===== src/rtl/fft16_out_serializer_pkg.sv =====
// Shared constants, types and helpers for the FFT output serializer.
// Lane vectors pack lane k at bits [k*DW +: DW].
package fft16_out_serializer_pkg;

  localparam int DW  = 17;
  localparam int N   = 16;
  localparam int LGN = $clog2(N);

  typedef logic [LGN-1:0] idx_t;

  typedef struct packed {
    logic signed [DW-1:0] re;
    logic signed [DW-1:0] im;
  } cplx_t;

  function automatic idx_t bitrev(input idx_t x);
    idx_t r;
    r = '0;
    for (int b = 0; b < LGN; b++) begin
      r[b] = x[LGN-1-b];
    end
    return r;
  endfunction

  function automatic logic signed [DW-1:0] lane_slice(input logic [N*DW-1:0] vec,
                                                      input idx_t k);
    return vec[k*DW +: DW];
  endfunction

endpackage


===== src/rtl/fft16_pingpong_bank.sv =====
// One frame of complex storage: whole-frame write in a single cycle,
// combinational single-lane read. Contents are intentionally not reset.
module fft16_pingpong_bank
  import fft16_out_serializer_pkg::*;
(
  input  logic            clk,
  input  logic            wr_en_i,
  input  logic [N*DW-1:0] wr_re_i,
  input  logic [N*DW-1:0] wr_im_i,
  input  idx_t            rd_lane_i,
  output cplx_t           rd_data_o
);

  logic [N*DW-1:0] re_q;
  logic [N*DW-1:0] im_q;

  always_ff @(posedge clk) begin
    if (wr_en_i) begin
      re_q <= wr_re_i;
      im_q <= wr_im_i;
    end
  end

  assign rd_data_o.re = lane_slice(re_q, rd_lane_i);
  assign rd_data_o.im = lane_slice(im_q, rd_lane_i);

endmodule


===== src/rtl/fft16_out_serializer.sv =====
// Captures a 16-lane FFT frame into a ping-pong buffer and streams it out one
// complex sample per cycle, optionally undoing the bit-reversed lane order.
module fft16_out_serializer
  import fft16_out_serializer_pkg::*;
#(
  parameter bit BITREV = 1'b1
) (
  input  logic                 clk,
  input  logic                 rst_n,
  input  logic                 in_valid,
  output logic                 in_ready,
  input  logic [N*DW-1:0]      data_i_R,
  input  logic [N*DW-1:0]      data_i_I,
  output logic                 out_valid,
  input  logic                 out_ready,
  output logic signed [DW-1:0] out_re,
  output logic signed [DW-1:0] out_im,
  output logic [LGN-1:0]       out_idx,
  output logic                 out_last,
  output logic                 busy
);

  logic [1:0] full_q, full_d;
  logic       wr_sel_q, wr_sel_d;
  logic       rd_sel_q, rd_sel_d;
  idx_t       cnt_q, cnt_d;

  logic       accept;
  logic       fire;
  idx_t       rd_lane;
  logic       bank_we [2];
  cplx_t      bank_rd [2];
  cplx_t      sample;

  assign accept  = in_valid & in_ready;
  assign fire    = out_valid & out_ready;
  assign rd_lane = BITREV ? bitrev(cnt_q) : cnt_q;

  for (genvar g = 0; g < 2; g++) begin : g_bank
    assign bank_we[g] = accept & (wr_sel_q == 1'(g));

    fft16_pingpong_bank u_bank (
      .clk       (clk),
      .wr_en_i   (bank_we[g]),
      .wr_re_i   (data_i_R),
      .wr_im_i   (data_i_I),
      .rd_lane_i (rd_lane),
      .rd_data_o (bank_rd[g])
    );
  end

  // Ready depends only on state (and reset), never on out_ready.
  always_comb begin
    in_ready  = rst_n & ~full_q[wr_sel_q];
    out_valid = full_q[rd_sel_q];
    out_idx   = cnt_q;
    out_last  = out_valid & (cnt_q == idx_t'(N-1));
    busy      = |full_q;
    sample    = bank_rd[rd_sel_q];
    out_re    = out_valid ? sample.re : '0;
    out_im    = out_valid ? sample.im : '0;
  end

  // Capture and release always target different banks, so both may fire at once.
  always_comb begin
    full_d   = full_q;
    wr_sel_d = wr_sel_q;
    rd_sel_d = rd_sel_q;
    cnt_d    = cnt_q;
    if (accept) begin
      full_d[wr_sel_q] = 1'b1;
      wr_sel_d         = ~wr_sel_q;
    end
    if (fire) begin
      cnt_d = cnt_q + idx_t'(1);
      if (cnt_q == idx_t'(N-1)) begin
        full_d[rd_sel_q] = 1'b0;
        rd_sel_d         = ~rd_sel_q;
      end
    end
  end

  always_ff @(posedge clk or negedge rst_n) begin
    if (!rst_n) begin
      full_q   <= '0;
      wr_sel_q <= 1'b0;
      rd_sel_q <= 1'b0;
      cnt_q    <= '0;
    end else begin
      full_q   <= full_d;
      wr_sel_q <= wr_sel_d;
      rd_sel_q <= rd_sel_d;
      cnt_q    <= cnt_d;
    end
  end

endmodule


===== config.mk =====
export PLATFORM = sky130hd
export DESIGN_NAME = fft16_out_serializer
export DESIGN_NICKNAME = d
export VERILOG_FILES = /design/src/rtl/fft16_out_serializer_pkg.sv /design/src/rtl/fft16_pingpong_bank.sv /design/src/rtl/fft16_out_serializer.sv
export SDC_FILE = /design/constraint.sdc
export NUM_CORES = 1
export LEC_CHECK = 0
export CORE_MARGIN = 2
export CORE_UTILIZATION = 59
export CTS_CLUSTER_SIZE = 20
export DETAILED_ROUTE_END_ITERATION = 8
export PLACE_DENSITY = 0.81
export SLEW_MARGIN = 20
export SYNTH_ARGS = -nofsm -noshare
export SYNTH_HDL_FRONTEND = slang
export SYNTH_SLANG_ARGS = --single-unit

===== constraint.sdc =====
create_clock -name clk -period 120.2 [get_ports clk]
set_input_delay 18.03 -clock clk [delete_from_list [all_inputs] [get_ports clk]]
set_output_delay 18.03 -clock clk [all_outputs]
set_load 0.1 [all_outputs]

==> metrics.txt <==
# TYPE chip_impl_metric gauge
chip_impl_metric{name="wirelength",unit="um"} 106300
chip_impl_metric{name="place.gp.congestion",unit=""} 0.8383
chip_impl_metric{name="timing_hold_violations_final",unit=""} 0
chip_impl_info{name="worst_hold_startpoint",value="wr_sel_q"} 1
chip_impl_metric{name="number_of_antenna_violations_at_the_first_check_in_global_routing",unit=""} 53
chip_impl_info{name="worst_r2r_endpoint",value="g_bank[0].u_bank.re_q[37]"} 1
chip_impl_metric{name="synth_seq_area_share",unit="%"} 78.06
chip_impl_metric{name="ir_worst_vdd",unit="V"} 0.00002914
chip_impl_metric{name="synth.yosys.warnings",unit=""} 0
chip_impl_metric{name="final_antenna_net_count",unit=""} 0
chip_impl_info{name="critPathCaptureType",value="primary output"} 1
chip_impl_metric{name="register_bit_count_reported_by_yosys",unit=""} 1096
chip_impl_metric{name="die_w",unit="um"} 271.2
chip_impl_metric{name="clk_latency",unit="ns"} 0.67
chip_impl_metric{name="multi_input_area",unit="um2"} 8534
chip_impl_metric{name="placementRows",unit=""} 97
chip_impl_info{name="critical_path.most_common_cell",value="sky130_fd_sc_hd__clkdlybuf4s50_1"} 1
chip_impl_metric{name="cts_setup_buffers",unit=""} 0
chip_impl_metric{name="critical_path.max_stage_delay",unit="ns"} 1.16
chip_impl_metric{name="timing.reg2reg.setup_slack",unit="ns"} 115.65
chip_impl_metric{name="grt_first_pass_wirelength",unit="um"} 151800
chip_impl_metric{name="inserted_clock_buffers",unit=""} 106
chip_impl_metric{name="hold_buffers",unit=""} 0
chip_impl_metric{name="clkSlewWorstSetupHoldPaths",unit="ns"} 0.06
chip_impl_metric{name="power_leakage",unit="uW"} 0.01738
chip_impl_metric{name="port_buffers",unit=""} 589
chip_impl_metric{name="finalNetCount",unit=""} 3086
chip_impl_metric{name="die-area",unit="um2"} 73530
chip_impl_metric{name="drt-pass1-iter-count",unit=""} 5
chip_impl_metric{name="seqPwrFrac",unit="%"} 39.0
chip_impl_metric{name="place_hpwl",unit="um"} 66980
chip_impl_metric{name="maxSlewHeadroom",unit="%"} 19.00
chip_impl_metric{name="design.core.area",unit="um2"} 70390
chip_impl_metric{name="maxCapViolCount",unit=""} 0
chip_impl_info{name="worst_r2r_startpoint",value="full_q[0]"} 1
chip_impl_metric{name="final.setup.tns",unit="ns"} 0
chip_impl_metric{name="via_count_of_the_first_global_routing_pass",unit=""} 23610
chip_impl_metric{name="cp.arrival",unit="ns"} 20.17
chip_impl_metric{name="cp_max_fo",unit=""} 10
chip_impl_metric{name="synthesis.instances",unit=""} 1927
chip_impl_metric{name="fin_area",unit="um2"} 52310
chip_impl_metric{name="grt_overflow",unit=""} 0
chip_impl_info{name="whs_endpoint",value="wr_sel_q"} 1
chip_impl_metric{name="maximum_number_of_pins_on_one_net_before_global_route_repair",unit=""} 180
chip_impl_metric{name="yosysTopAreaCellShare",unit="%"} 77.58
chip_impl_metric{name="io-pin-count",unit=""} 590
chip_impl_metric{name="setup_violations",unit=""} 0
chip_impl_info{name="tritoncts",value="done"} 1
chip_impl_metric{name="drtIter0Drc",unit=""} 2671
chip_impl_metric{name="vias",unit=""} 22330
chip_impl_info{name="most_frequently_used_cell_type_in_the_post_synthesis_netlist",value="sky130_fd_sc_hd__edfxtp_1"} 1
chip_impl_info{name="worstPathCellList",value="clkdlybuf4s50_1 -> and2_1 -> clkdlybuf4s50_1"} 1
chip_impl_info{name="slowest_stage",value="sky130_fd_sc_hd__clkdlybuf4s50_1"} 1
chip_impl_metric{name="layout-area-overhead-vs-synth",unit="%"} 24.20
chip_impl_metric{name="postCtsResizedCells",unit=""} 0
chip_impl_info{name="post-synth-top-area-cell",value="sky130_fd_sc_hd__edfxtp_1"} 1
chip_impl_metric{name="cts_htree_levels",unit=""} 3
chip_impl_metric{name="finalClockSkew",unit="ns"} 0.01819
chip_impl_metric{name="post_layout_total_power",unit="uW"} 1194
chip_impl_metric{name="post-route-util",unit="%"} 74.30
chip_impl_metric{name="post-route-min-period",unit="ns"} 38.20
chip_impl_metric{name="max-clock-path-buffers",unit=""} 3
chip_impl_metric{name="r2r.worst_path.cells",unit=""} 5
chip_impl_metric{name="route.detailed.drc",unit=""} 0
chip_impl_metric{name="p_clk_share",unit="%"} 27.0
chip_impl_info{name="setup.worst_path.start_class",value="input port"} 1
chip_impl_metric{name="route.detailed.wl_per_inst",unit="um"} 29.45
chip_impl_metric{name="vias_per_cell",unit=""} 6.182
chip_impl_metric{name="hold-path-cell-count",unit=""} 1
chip_impl_metric{name="maxClockFrequency",unit="MHz"} 26.18
chip_impl_info{name="synth-main-ff-cell",value="sky130_fd_sc_hd__edfxtp_1"} 1
chip_impl_info{name="worstSetupPathType",value="in2out"} 1
chip_impl_info{name="ctsRootBufferMaster",value="sky130_fd_sc_hd__clkbuf_16"} 1
chip_impl_metric{name="postPlaceCellArea",unit="um2"} 48760
chip_impl_metric{name="netSwitchingFraction",unit="%"} 35.41
chip_impl_metric{name="power.density_cell_area",unit="nW/um2"} 22.83
chip_impl_metric{name="cts_sinks",unit=""} 1096
chip_impl_metric{name="syn-mean-instance-area",unit="um2"} 21.85
chip_impl_metric{name="fin_crit_sh",unit="%"} 31.78
chip_impl_metric{name="floorplan.initialDensity",unit="%"} 59.83
chip_impl_info{name="run_status",value="finished, final reports clean"} 1
chip_impl_metric{name="power.net_switching",unit="uW"} 422.9
chip_impl_metric{name="synthesis.nets",unit=""} 2476
chip_impl_info{name="yosys-top-cells-count",value="sky130_fd_sc_hd__edfxtp_1 (1088), sky130_fd_sc_hd__mux2i_1 (203), sky130_fd_sc_hd__mux4_2 (171), sky130_fd_sc_hd__clkbuf_1 (46)"} 1
chip_impl_metric{name="mappedNetlistArea",unit="um2"} 42110
chip_impl_metric{name="power.internal",unit="uW"} 771.2
chip_impl_metric{name="worstMarginPinSlew",unit="ns"} 1.190
chip_impl_metric{name="fillers",unit=""} 3918
chip_impl_info{name="unrepaired_setup_endpoints_after_global_routing",value="false"} 1
chip_impl_metric{name="slew_violations",unit=""} 0
chip_impl_metric{name="layout.area.seq",unit="um2"} 32890
chip_impl_info{name="synthTopCellsByArea",value="sky130_fd_sc_hd__edfxtp_1 (78%), sky130_fd_sc_hd__mux4_2 (9.1%), sky130_fd_sc_hd__mux2i_1 (4.8%)"} 1
chip_impl_metric{name="track_usage",unit="%"} 28.59
chip_impl_metric{name="timing.critical_path.required",unit="ns"} 102.17
chip_impl_metric{name="post_synth_arst_share",unit="%"} 0.7299
chip_impl_metric{name="hold_ws",unit="ns"} 0.6110
chip_impl_metric{name="final_layout_size_suffix_gt1_share",unit="%"} 16.34
chip_impl_info{name="type_of_the_most_critical_hold_path",value="reg2reg"} 1
chip_impl_metric{name="power.combinational.fraction",unit="%"} 34.0
chip_impl_metric{name="floorplan.die.height",unit="um"} 271.2
chip_impl_metric{name="synth.lib_cells_used.distinct",unit=""} 37
chip_impl_metric{name="synth_enable_flop_cells",unit=""} 1088
critical path, delay by kind of cell:
family,cells,cell delay (ns)
simple gates,1,0.25
buf+inv,2,1.88
routing by layer:
metal  share of wire [%]  track usage, %  up-vias
li1                    -               -     9486
met1                  34           34.68    11480
met2                  52           48.42     1130
met3                 9.3           7.660      208
met4                 3.8           13.00       26
met5                0.17               0        -
cell families (layout without fill, tap and decap cells):
logic type      count (synthesis)  in the layout  share of synthesized area [%]
other cells                     0             46                              0
simple gates                   57             57                         0.5913
xor+xnor                        5              5                         0.1040
buf+inv                       120            818                          1.824
fa+ha+maj                       1              1                        0.02971
mux                           409            409                          14.91
flops                        1096           1096                          78.06
compound gates                239            239                          4.483
power groups by stage:
stage / combinational, uW / clock, uW / sequential, uW
2_1_floorplan: 294 / 0 / 492
3_3_place_gp: 400 / 0 / 472
3_5_place_dp: 405 / 0 / 473
4_1_cts: 408 / 327 / 466
5_1_grt: 420 / 342 / 467
6_report: 406 / 323 / 465
cell type report:
| cell class | count | share of cell area (%) |
|---|---|---|
| sequential | 1096 | 62.88 |
| multi-input combinational | 711 | 16.32 |
| timing repair buffer | 619 | 11.81 |
| clock inverter | 66 | 1.222 |
| clock buffer | 130 | 5.284 |
| inverter | 3 | 0.02153 |
| antenna | 46 | 0.2201 |
| tap | 940 | 2.249 |
metrics by stage:
stage / instances / worst slack, ns
floorplan: 1927 / 48.48
global placement: 3368 / 82.04
detailed placement: 3368 / 82.02
CTS: 3564 / 81.98
global route: 3598 / 81.88
finish: 3611 / 82.00
sequential cells by signal, indices dropped and copies added, names as in the netlist:
| name | count |
|---|---|
| g_bank.u_bank.im_q | 544 |
| g_bank.u_bank.re_q | 544 |
| out_idx | 4 |
| full_q | 2 |
| rd_sel_q | 1 |
| wr_sel_q | 1 |
worst max-delay path by stage:
stage               start                  endpoint  slack, ns  cells after the start
detailed placement  rst_n                  in_ready      82.02                      3
global route        rst_n                  in_ready      81.88                      3
global placement    rst_n                  in_ready      82.04                      3
finish              rst_n                  in_ready      82.00                      3
floorplan           rst_n  g_bank[0].u_bank.im_q[0]      48.48                      1
CTS                 rst_n                  in_ready      81.98                      3
layout by cell type, fill, tap and decap left out, types with 35 or more instances in the layout:
cell type | synthesis | routed
sky130_fd_sc_hd__mux2i_1 | 203 | 203
sky130_fd_sc_hd__nand2_1 | 39 | 39
sky130_fd_sc_hd__clkbuf_16 | 0 | 107
sky130_fd_sc_hd__clkdlybuf4s50_1 | 0 | 588
sky130_fd_sc_hd__mux4_2 | 171 | 171
sky130_fd_sc_hd__diode_2 | 0 | 46
sky130_fd_sc_hd__a221oi_1 | 39 | 39
sky130_fd_sc_hd__edfxtp_1 | 1088 | 1088
sky130_fd_sc_hd__a211oi_1 | 35 | 35
Power figures use the tool's default switching activity.
